==> config.mk <==
export PLATFORM = sky130hd
export DESIGN_NAME = vn_extrinsic_sub
export DESIGN_NICKNAME = d
export VERILOG_FILES = /design/src/rtl/ldpc_fixed_pkg.sv /design/src/rtl/sat_subtractor.sv /design/src/rtl/vn_extrinsic_sub.sv
export SDC_FILE = /design/constraint.sdc
export NUM_CORES = 1
export LEC_CHECK = 0
export CAP_MARGIN = 20
export CORE_MARGIN = 4
export CORE_UTILIZATION = 50
export DETAILED_ROUTE_END_ITERATION = 8
export GPL_ROUTABILITY_DRIVEN = 0
export PLACE_DENSITY = 0.77
export SLEW_MARGIN = 20
export SYNTH_ARGS = -nofsm -noshare
export SYNTH_HDL_FRONTEND = slang
export SYNTH_SLANG_ARGS = --single-unit
==> constraint.sdc <==
create_clock -name clk -period 9 [get_ports clk]
set_input_delay 1.35 -clock clk [delete_from_list [all_inputs] [get_ports clk]]
set_output_delay 1.35 -clock clk [all_outputs]
set_load 0.01 [all_outputs]
==> src/rtl/ldpc_fixed_pkg.sv <==
// rtl/ldpc_fixed_pkg.sv - shared fixed-point constants and state type for the VN datapath
package ldpc_fixed_pkg;

  // Default word geometry: 8 integer bits, 8 fraction bits
  localparam int DEF_INT  = 8;
  localparam int DEF_FRAC = 8;
  localparam int DEF_W    = DEF_INT + DEF_FRAC;

  // Saturation rails at the default width
  localparam logic [DEF_W-1:0] MAX_POS = {1'b0, {(DEF_W-1){1'b1}}};
  localparam logic [DEF_W-1:0] MAX_NEG = {1'b1, {(DEF_W-1){1'b0}}};

  // Variable-node frame state
  typedef enum logic {
    COLLECT = 1'b0,
    EMIT    = 1'b1
  } vn_state_e;

endpackage

==> src/rtl/sat_subtractor.sv <==
// rtl/sat_subtractor.sv - combinational saturating two's-complement subtractor c = sat(a - b)
module sat_subtractor
  import ldpc_fixed_pkg::*;
#(
  parameter int INT  = DEF_INT,
  parameter int FRAC = DEF_FRAC
) (
  input  logic [INT+FRAC-1:0] a,
  input  logic [INT+FRAC-1:0] b,
  output logic [INT+FRAC-1:0] c
);

  localparam int W = INT + FRAC;
  localparam logic [W-1:0] SAT_POS = {1'b0, {(W-1){1'b1}}};
  localparam logic [W-1:0] SAT_NEG = {1'b1, {(W-1){1'b0}}};

  logic [W-1:0] diff;

  // Wrap-around difference, clamped toward the sign of a when the sign flips unexpectedly
  always_comb begin
    diff = a - b;
    c    = diff;
    if ((a[W-1] != b[W-1]) && (diff[W-1] != a[W-1])) begin
      c = a[W-1] ? SAT_NEG : SAT_POS;
    end
  end

endmodule

==> src/rtl/vn_extrinsic_sub.sv <==
// rtl/vn_extrinsic_sub.sv - LDPC variable-node extrinsic message generator (optional VN_HARD_DECISION_EN adds out_hard)
module vn_extrinsic_sub
  import ldpc_fixed_pkg::*;
#(
  parameter int INT  = DEF_INT,
  parameter int FRAC = DEF_FRAC,
  parameter int DEG  = 4
) (
  input  logic                clk,
  input  logic                rst_n,
  input  logic                in_valid,
  output logic                in_ready,
  input  logic [INT+FRAC-1:0] in_data,
  output logic                out_valid,
  input  logic                out_ready,
  output logic [INT+FRAC-1:0] out_data,
  output logic                out_last
`ifdef VN_HARD_DECISION_EN
  ,
  output logic                out_hard
`endif
);

  localparam int W  = INT + FRAC;
  localparam int CW = $clog2(DEG + 1);
  localparam int KW = $clog2(DEG);
  localparam logic [W-1:0]  SAT_POS  = {1'b0, {(W-1){1'b1}}};
  localparam logic [W-1:0]  SAT_NEG  = {1'b1, {(W-1){1'b0}}};
  localparam logic [CW-1:0] CNT_LAST = CW'(DEG);
  localparam logic [KW-1:0] K_LAST   = KW'(DEG - 1);

  function automatic logic [W-1:0] sat_add(input logic [W-1:0] x, input logic [W-1:0] y);
    logic [W-1:0] s;
    s = x + y;
    if ((x[W-1] == y[W-1]) && (s[W-1] != x[W-1])) begin
      s = x[W-1] ? SAT_NEG : SAT_POS;
    end
    return s;
  endfunction

  vn_state_e     state_q;
  logic [CW-1:0] cnt_q;
  logic [KW-1:0] k_q;
  logic [W-1:0]  total_q;
  logic          out_valid_q;
  logic          out_last_q;
  logic [W-1:0]  msg_q [DEG];

  logic          in_fire;
  logic          out_fire;
  logic [W-1:0]  total_d;
  logic [W-1:0]  msg_sel;

  assign in_ready  = (state_q == COLLECT);
  assign in_fire   = in_valid && in_ready;
  assign out_fire  = out_valid_q && out_ready;
  assign out_valid = out_valid_q;
  assign out_last  = out_last_q;

  // Running total: channel LLR seeds it, every check message is folded in with saturation
  always_comb begin
    total_d = (cnt_q == '0) ? in_data : sat_add(total_q, in_data);
  end

  // Select the check message being excluded from the current extrinsic output
  always_comb begin
    msg_sel = '0;
    for (int i = 0; i < DEG; i++) begin
      if (k_q == KW'(i)) msg_sel = msg_q[i];
    end
  end

  // Output word is built purely from registers, so it holds while the consumer stalls
  sat_subtractor #(
    .INT  (INT),
    .FRAC (FRAC)
  ) u_sub (
    .a (total_q),
    .b (msg_sel),
    .c (out_data)
  );

  // Check-message buffer; contents are overwritten each frame so it needs no reset
  always_ff @(posedge clk) begin
    if (in_fire) begin
      for (int i = 0; i < DEG; i++) begin
        if (cnt_q == CW'(i + 1)) msg_q[i] <= in_data;
      end
    end
  end

  // Frame FSM: collect DEG+1 words, then emit DEG extrinsic words
  always_ff @(posedge clk or negedge rst_n) begin
    if (!rst_n) begin
      state_q     <= COLLECT;
      cnt_q       <= '0;
      k_q         <= '0;
      total_q     <= '0;
      out_valid_q <= 1'b0;
      out_last_q  <= 1'b0;
`ifdef VN_HARD_DECISION_EN
      out_hard    <= 1'b0;
`endif
    end else begin
      case (state_q)
        COLLECT: begin
          if (in_fire) begin
            total_q <= total_d;
            if (cnt_q == CNT_LAST) begin
              state_q     <= EMIT;
              cnt_q       <= '0;
              k_q         <= '0;
              out_valid_q <= 1'b1;
              out_last_q  <= 1'b0;
`ifdef VN_HARD_DECISION_EN
              out_hard    <= total_d[W-1];
`endif
            end else begin
              cnt_q <= cnt_q + 1'b1;
            end
          end
        end
        EMIT: begin
          if (out_fire) begin
            if (out_last_q) begin
              state_q     <= COLLECT;
              cnt_q       <= '0;
              k_q         <= '0;
              out_valid_q <= 1'b0;
              out_last_q  <= 1'b0;
            end else begin
              k_q        <= k_q + 1'b1;
              out_last_q <= ((k_q + 1'b1) == K_LAST);
            end
          end
        end
        default: begin
          state_q <= COLLECT;
        end
      endcase
    end
  end

endmodule
==> metrics.md, run 1 <==
| Metric | Value |
|---|---|
| CTS tree | `yes` |
| Fmax | `136 MHz` |
| Max Cap Viol | `0` |
| Synthesized cell area | `5310 sq um` |
| Worst Tran Pin Value | `0.902 ns` |
| Initial antenna violation count | `0` |
| RSZ-0062 raised after global routing | `false` |
| Die Y | `111 microns` |
| Final-report hold violation count | `0` |
| # fillers | `869` |
| Slowest Stage Delay on Critical Path | `0.60 ns` |
| Worst-Skew Late Latency | `0.35 ns` |
| Maximum fanout along the worst path | `16` |
| DRC errors left | `0` |
| Hold-fix buffers at CTS | `0` |
| Multi-input gate area | `2630 sq um` |
| WL per Instance | `17.5 microns` |
| Layout cell share with drive strength beyond 1 | `6.18%` |
| Slew HR | `39.8%` |
| CP Capture Type | `output port` |
| Share of the synthesized area in the top cell type | `36.2%` |
| Die area | `12300 sq um` |
| Drt first pass iters | `5` |
| Leading cell type in the layout, fill and taps excluded | `nor2_1` |
| Worst Hold Class | `reg2reg` |
| Global-route wire length before repair | `19700 microns` |
| Setup Buffers After CTS | `0` |
| Die Span X | `111 microns` |
| Worst hold path startpoint | `cnt_q[0]` |
| Top post-synthesis cells by area | `edfxtp_1 (36%), dfrtp_1 (11%), ha_1 (9.4%)` |
| H-tree levels | `3` |
| Dpl cell area | `5800 sq um` |
| Fin crit period | `7.36 ns` |
| Tcrit/Tclk final | `81.8%` |
| Row cnt | `37` |
| Number of flops mapped to enable cells by yosys | `64` |
| Core area | `10300 sq um` |
| Distinct cells, synth | `61` |
| I/O pin cnt | `39` |
| GRT Residual Overflow | `0` |
| Fin area | `6010 sq um` |
| Status | `completed` |
| Post-Place Cells | `686` |
| WL final | `12300 microns` |
| Area grow syn2layout | `13.2%` |
| CP Cell Sequence | `inv_1, ha_1, nand2_1, nor2_1, a21oi_1, nor2_1, a21oi_1, nor2_1, a21oi_1, ha_1, nor2b_1, o21a_1, o21ai_0, a21oi_1, o211a_1, nor4_1, nor2_1, fa_1, nor3b_2, or4b_1, o311ai_0, or3_1, clkdlybuf4s50_1` |
| Most frequent cells in the layout | `nor2_1 (73), a21oi_1 (72), edfxtp_1 (64)` |
| Final net count | `624` |
| Top_reg_cell synth | `edfxtp_1` |
| 1st-iter DRT viols | `351` |
| Setup TNS | `0 ns` |
| Seq/Total Area, Yosys | `47.5%` |
| Synthesized flop and latch total | `88` |
| GRT Total Usage | `20.0%` |
| Register area | `2520 sq um` |
| Final Non-Filler Cells | `702` |
| Post-Syn Instances | `529` |
| Clock tree buffer depth | `2` |
| HPWL after DPL | `9210 microns` |
| Largest net degree at the start of global routing | `34` |
| Reg clk slew, reported paths | `0.08 ns` |
| Layout Skew | `0.00920 ns` |
| Syn avg cell area | `10.0 sq um` |
| Critical Path Start Type | `flop` |
| Via/cell ratio | `5.83` |
| Post-CTS sizing | `0` |
| Number of global-route vias before repair | `3993` |
| CP Data Required Time | `7.65 ns` |
| DR vias | `4096` |
| Setup violators final | `0` |
| Synth area leader | `edfxtp_1` |
| Starting Density | `51.4%` |
| Reg2Reg Launch Point | `total_q[0]` |
| Clock sinks | `88` |
| Num CTS Buffers | `9` |
| Critical path's slowest cell | `ha_1` |
| WP data arrival | `6.01 ns` |
| Ant. Diodes | `0` |
| Post-route ant nets | `0` |
| Syn nets | `592` |
| Kind of critical path | `reg2out` |
| PortBufs | `38` |
| Worst setup path start | `k_q[0]` |
| Slew Viols, Final | `0` |
| Yosys Warn Count | `0` |
| Clock root cell | `clkbuf_8` |
| Ys async rst share | `27.3%` |
-- cells by family after synthesis --
family | after synthesis | synth area share (%)
muxes | 4 | 1.01
DFF | 88 | 47.5
buffers and inverters | 40 | 3.02
and+or+nand+nor | 171 | 15.2
adders and majority gates | 43 | 10.6
AOI/OAI and AO/OA | 165 | 19.8
xor gates and xnor gates | 18 | 2.97
-- state kept, by name, indices dropped and copies added (netlist names) --
name,count
total_q,16
out_last,1
out_valid,1
cnt_q,3
k_q,2
state_q,1
msg_q,64
-- area by class of cell --
class                           instances  share of cell area [%]
Tap cell                              136                    2.83
Sequential cell                        88                    42.0
Clock buffer                           11                    2.19
Timing Repair Buffer                   41                    6.62
Inverter                               20                    1.25
Multi-Input combinational cell        401                    43.8
Clock inverter                          5                    1.35
-- metal layers --
layer  global-route usage, %  up-vias  share of wire, %
li1                        -     2006                 -
met1                    25.9     1927                42
met2                    33.2      127                49
met3                    1.97       36               5.2
met4                    10.4        0               3.8
met5                       0        -                 0
-- critical path, delay by kind of cell (launching register included) --
family / cells / cell delay [ns]
AOI/OAI and AO/OA: 8 / 1.20
adders and majority gates: 3 / 1.35
buffers and inverters: 2 / 0.62
DFF: 1 / 0.41
and+or+nand+nor: 10 / 2.07
-- per-stage QoR --
stage / hold slack [ns] / worst slack, ns / util [%]
after floorplan: 0.480 / 3.44 / -
after global placement: 0.505 / 2.12 / 56.2
after detailed placement: 0.549 / 1.88 / 56.2
after CTS: 0.568 / 1.44 / 58.2
after global routing: 0.602 / 1.18 / 58.2
final: 0.562 / 1.64 / 58.2
-- final timing paths --
kind                           endpoint  slack (ns)  depth (start not counted)
setup / recovery           out_data[10]        1.64                         23
hold / removal                 cnt_q[0]        0.56                          1
setup reg to reg            total_q[14]        6.53                         10
hold reg to reg                cnt_q[0]        0.56                          1
max in group asynchronous    total_q[5]        7.68                          1
min in group asynchronous      cnt_q[1]        0.96                          1
-- cell usage after synthesis (all sizes together), types with 3 or more instances --
library cell and number:
o311ai 3, dfrtp 24, nor2 73, or3 3, o22ai 9, a21o 4, nand3 5, o31ai 4
o21a 12, nor3 9, and2 5, a31oi 7, edfxtp 64, o21ai 26, o211ai 6, mux2i 3
fa 3, o41ai 5, clkbuf 18, nand2b 3, nor4 3, xnor2 10, ha 40, nor2b 7
inv 20, and3 3, a21oi 72, nand2 50, xor2 8, o31a 3
Power of run 1 is not shown: default switching activity piles up to over one toggle a cycle in this logic, so the estimate is an artifact.
==> run 2: changes to the inputs <==
- clock period: 9 -> 6.9 ns (I/O delays scaled with it)
==> run 2 against run 1 <==
Effect of this change: hold slack got worse by 0.028 ns; largest cell class unchanged; clock skew decreased by 0.0016 ns; sequential share of layout area down 0.13 points; worst setup slack got worse by 1.2 ns; cell count is 0.85% higher; wire length is 1.8% higher; critical path depth unchanged; via count grew 2.0%; cell area increased by 0.31%; utilization is 0.18 points higher.
==> metrics.md, run 2 (synthesis gave the netlist of run 1 again) <==
| Metric | Value |
|---|---|
| Final net count | `630 (was 624)` |
| Hold WS | `0.534 ns (was 0.562 ns)` |
| Max reg flops | `64 (unchanged)` |
| PortBufs | `38 (unchanged)` |
| R2R depth | `10 (unchanged)` |
| Setup violators final | `0 (unchanged)` |
| Final core occ | `58.4% (was 58.2%)` |
| Largest net degree at the start of global routing | `33 (was 34)` |
| Starting Density | `51.4% (unchanged)` |
| Worst Tran Pin Value | `0.833 ns (was 0.902 ns)` |
| Post-Place Cells | `691 (was 686)` |
| GRT Residual Overflow | `0 (unchanged)` |
| Row cnt | `37 (unchanged)` |
| Worst hold path startpoint | `cnt_q[2] (was cnt_q[0])` |
| Critical Path Start Type | `flop (unchanged)` |
| Kind of critical path | `reg2out (unchanged)` |
| Register area | `2520 sq um (unchanged)` |
| I/O pin cnt | `39 (unchanged)` |
| CP Data Required Time | `5.86 ns (was 7.65 ns)` |
| Multi-input gate area | `2640 sq um (was 2630 sq um)` |
| Most frequent cells in the layout | `nor2_1 (73), a21oi_1 (72), edfxtp_1 (64) (unchanged)` |
| Final-report hold violation count | `0 (unchanged)` |
| DR vias | `4178 (was 4096)` |
| Slew HR | `44.5% (was 39.8%)` |
| Fmax | `155 MHz` |
| Die area | `12300 sq um (unchanged)` |
| Layout Skew | `0.00762 ns (was 0.00920 ns)` |
| WP data arrival | `5.42 ns (was 6.01 ns)` |
| Largest Register | `msg_q (unchanged)` |
| Final Non-Filler Cells | `708 (was 702)` |
| Clock sinks | `88 (unchanged)` |
| WL final | `12500 microns (was 12300 microns)` |
| CP Capture Type | `output port (unchanged)` |
| Reg clk slew, reported paths | `0.08 ns (about the same)` |
| Clock tree buffer depth | `2 (unchanged)` |
| Worst-Skew Late Latency | `0.36 ns (was 0.35 ns)` |
| Slew Viols, Final | `0 (unchanged)` |
| CTS tree | `yes (unchanged)` |
| Initial antenna violation count | `0 (unchanged)` |
| DRC errors left | `0 (unchanged)` |
| Number of global-route vias before repair | `4076 (was 3993)` |
| Die Y | `111 microns (unchanged)` |
| Die Span X | `111 microns (unchanged)` |
| Max Cap Viol | `0 (unchanged)` |
| Ant. Diodes | `0 (unchanged)` |
| Global-route wire length before repair | `20200 microns (was 19700 microns)` |
| WL per Instance | `17.7 microns (was 17.5 microns)` |
| Via/cell ratio | `5.90 (was 5.83)` |
| Top Registers | `msg_q (64), total_q (16), cnt_q (3) (unchanged)` |
| Tcrit/Tclk final | `93.5%` |
| Cells on Worst Hold Path | `2 (was 1)` |
| Worst setup path start | `k_q[0] (unchanged)` |
| Reg2Reg Launch Point | `total_q[0] (unchanged)` |
| Maximum fanout along the worst path | `9 (was 16)` |
| # fillers | `854 (was 869)` |
| Drt first pass iters | `5 (unchanged)` |
| Post-route ant nets | `0 (unchanged)` |
| Status | `completed (unchanged)` |
| Worst Hold Class | `reg2reg (unchanged)` |
| RSZ-0062 raised after global routing | `false (unchanged)` |
| 1st-iter DRT viols | `420 (was 351)` |
| Clock root cell | `clkbuf_8 (unchanged)` |
| Leading cell type in the layout, fill and taps excluded | `nor2_1 (unchanged)` |
| Setup TNS | `0 ns (unchanged)` |
| H-tree levels | `3 (unchanged)` |
| Core area | `10300 sq um (unchanged)` |
| Num CTS Buffers | `9 (unchanged)` |
| Fin crit period | `6.45 ns` |
| GRT Total Usage | `20.3% (was 20.0%)` |
| Layout cell share with drive strength beyond 1 | `7.34% (was 6.18%)` |
| RR Endpoint | `total_q[14] (unchanged)` |
| Worst R2R Setup Slack | `4.45 ns (was 6.53 ns)` |
| Hold Path End | `cnt_q[2] (was cnt_q[0])` |
| Area grow syn2layout | `13.5% (was 13.2%)` |
| HPWL after DPL | `9470 microns (was 9210 microns)` |
==> run 2: timing repair <==
action | in CTS | in global routing
hold endpoints to repair | 0 | 0
gates resized for setup | 0 | 5
hold buffers | 0 | 0
buffers inserted | 0 | 1
setup endpoints to repair | 0 | 2
==> run 2: worst max path at each step <==
stage | slack [ns] | end
2_1_floorplan | 1.65 | out_data[10]
3_3_place_gp | 0.94 | out_data[10]
3_5_place_dp | 0.70 | out_data[10]
4_1_cts | 0.28 | out_data[10]
5_1_grt | 0.02 | out_data[10]
6_report | 0.45 | out_data[10]
==> run 2: final cells by class <==
cell class              instances  share of cell area [%]
clock buffers                  12                    2.41
clock inverters                 4                   0.477
inverters                      20                    1.24
multi-input cells             401                    43.8
flip-flops and latches         88                    41.8
well taps                     136                    2.82
repair buffers                 47                    7.41
==> run 2: worst max-delay path: stages (launching register included) <==
cell	delay [ns]
dfrtp_1	0.41
inv_1	0.15
ha_2	0.29
buf_4	0.20
nand2_1	0.07
nor2_1	0.09
a21oi_1	0.04
nor2_1	0.09
a21oi_1	0.05
nor2_1	0.12
a21oi_1	0.08
ha_1	0.35
a21oi_1	0.17
o21ai_1	0.15
or3_1	0.33
o211a_1	0.25
nor4_1	0.18
nor2_1	0.08
fa_1	0.51
nor3b_4	0.31
buf_4	0.20
o311ai_0	0.10
or3_1	0.35
clkdlybuf4s50_1	0.49
==> run 2: metrics by stage <==
stage	instance area [sq um]	setup slack (ns)
after floorplan	5310	1.65
after global placement	5840	0.937
after detailed placement	5840	0.701
after CTS	6010	0.281
after global routing	6030	0.0188
final	6030	0.450
==> run 2: metal layers <==
layer  global-route usage [%]  wire length [microns]  vias up
li1                         -                      -     2015
met1                     27.0                   5530     2009
met2                     34.1                   6070      123
met3                     2.73                    548       31
met4                     7.70                    374        0
met5                        0                      0        -
Power of run 2 is left out for the same reason.
==> edit (config.mk and constraints of run 2) <==
Add a define of `VN_HARD_DECISION_EN`.
--- a/src/rtl/vn_extrinsic_sub.sv
+++ b/src/rtl/vn_extrinsic_sub.sv
@@ -1,2 +1,4 @@
 // rtl/vn_extrinsic_sub.sv - LDPC variable-node extrinsic message generator (optional VN_HARD_DECISION_EN adds out_hard)
+`define VN_HARD_DECISION_EN
+
 module vn_extrinsic_sub
Function (old outputs only; new: out_hard): kept (equiv_simple and equiv_induct, registers matched by name and starting in step).
==> edit against run 2 <==
Synthesized cell count decreased by 0.57%. Routed wire length shrank 1.1%. Highest routed layer unchanged. Sequential share of layout area grew 0.41 points. Setup slack got worse by 6.5 ps. Hold slack worse by 31 ps. Final area unchanged. Synthesized area down 0.21%. Core utilization stayed put. Via count down 2.5%. Sequential cell count rose by 1.
Power is left out: it rests on default switching activity, and per cell area and clock period it moved more than threefold.
==> edit: results (changes against run 2) <==
metric	value	unit	change
outcome	finished clean		
multi_input_area	2619	um^2	-0.90%
synth_area_leaders	edfxtp_1 (36%), dfrtp_1 (12%), ha_1 (9.4%)		
syn_nets	589		-0.51%
clockBufferDepth	2		unchanged
async_flop_share	0.2809		+0.008172
grt_pass1_wl	20.13	mm	-0.41%
via_count	4073		-2.5%
worstPathMaxFanout	22		+13
track_usage	0.2029		-0.0006029
fin_nets	625		-0.79%
io_buffers	39		+2.6%
layout-drive-gt1-share	0.07951		+0.006079
skew	6.436	ps	-1.181 ps
placed_area	5826	um^2	-0.19%
n_fill_cell	844		-1.2%
grt_start_max_net_pins	27		-18%
dp_slack	704.7	ps	+3.359 ps
avgRoutedWirePerCell	17.64	um	-0.27%
synthTopCellsByCount	a21oi_1 (82), edfxtp_1 (64), nor2_1 (60), nand2_1 (45), ha_1 (40)		
cts-htree-levels	3		unchanged
dr.pass1.iters	5		unchanged
tightest_slew	825.5	ps	-7.399 ps
hpwl	9.351	mm	-1.2%
cts_root_buf	clkbuf_8		
yosysSeqAreaShare	0.4806		+0.005730
ys_types	60		-1.6%
hold_path_class	reg2reg		
drt-initial-drc-count	313		-25%
antenna_found_initial	0		unchanged
==> edit: final cells by class <==
type / instances / area share
Clock buffer: 9 / 0.02054
Clock inverter: 6 / 0.01120
Inverter: 18 / 0.01120
Multi-Input combinational cell: 399 / 0.4342
Sequential cell: 89 / 0.4224
Tap cell: 136 / 0.02822
Timing Repair Buffer: 45 / 0.07220
==> edit: final timing paths <==
check                       startpoint          end  slack [ps]  depth (start not counted)
setup / recovery                k_q[0]  out_data[1]         440                         18
hold / removal                out_hard     out_hard         500                          2
setup reg to reg           total_q[10]   total_q[1]        4120                          8
hold reg to reg               out_hard     out_hard         500                          2
max in group asynchronous        rst_n  total_q[13]        5610                          2
min in group asynchronous        rst_n     cnt_q[0]        1030                          2
==> edit: stage by stage <==
step                      std cells  hold WS (ps)
final                           702         502.7
after global routing            702         533.0
after CTS                       702         506.7
after detailed placement        687         486.8
after global placement          687         472.1
after floorplan                 526         479.7
==> edit: critical path: stages (launching register included) <==
cell	delay (ps)
dfrtp_1	420
inv_1	150
ha_2	470
nor2_1	110
a21oi_1	200
nor2_1	90
a21oi_1	190
ha_1	260
nor2b_1	140
o31a_1	270
o221a_2	270
a21oi_1	210
a21oi_1	130
nand3_1	90
nand2_1	60
fa_1	540
or3b_2	610
a21oi_1	250
clkdlybuf4s50_1	570
==> edit: what timing repair did <==
| action | CTS | global route |
|---|---|---|
| endpoints found under the setup margin | 0 | 15 |
| resized for setup | 0 | 4 |
| hold buffers | 0 | 0 |
| hold endpoints to repair | 0 | 0 |
==> edit: kinds of logic (layout without fill, tap and decap cells) <==
logic type,count (synthesis),after routing,synth area share
AOI/OAI and AO/OA,184,184,0.2198
and+or+nand+nor,155,155,0.1374
xor gates and xnor gates,16,16,0.02644
buffers and inverters,38,78,0.02785
DFF,89,89,0.4806
adders and majority gates,43,43,0.1058
muxes,1,1,0.002124
==> edit: layer usage <==
layer | part of all wire | wire, um | vias up | GRT usage
met5 | 0 | 0 | - | 0
met4 | 0.021 | 260 | 0 | 0.08292
met3 | 0.042 | 524 | 20 | 0.02511
met2 | 0.47 | 5858 | 105 | 0.3309
met1 | 0.46 | 5736 | 1946 | 0.2746
li1 | - | - | 2002 | -
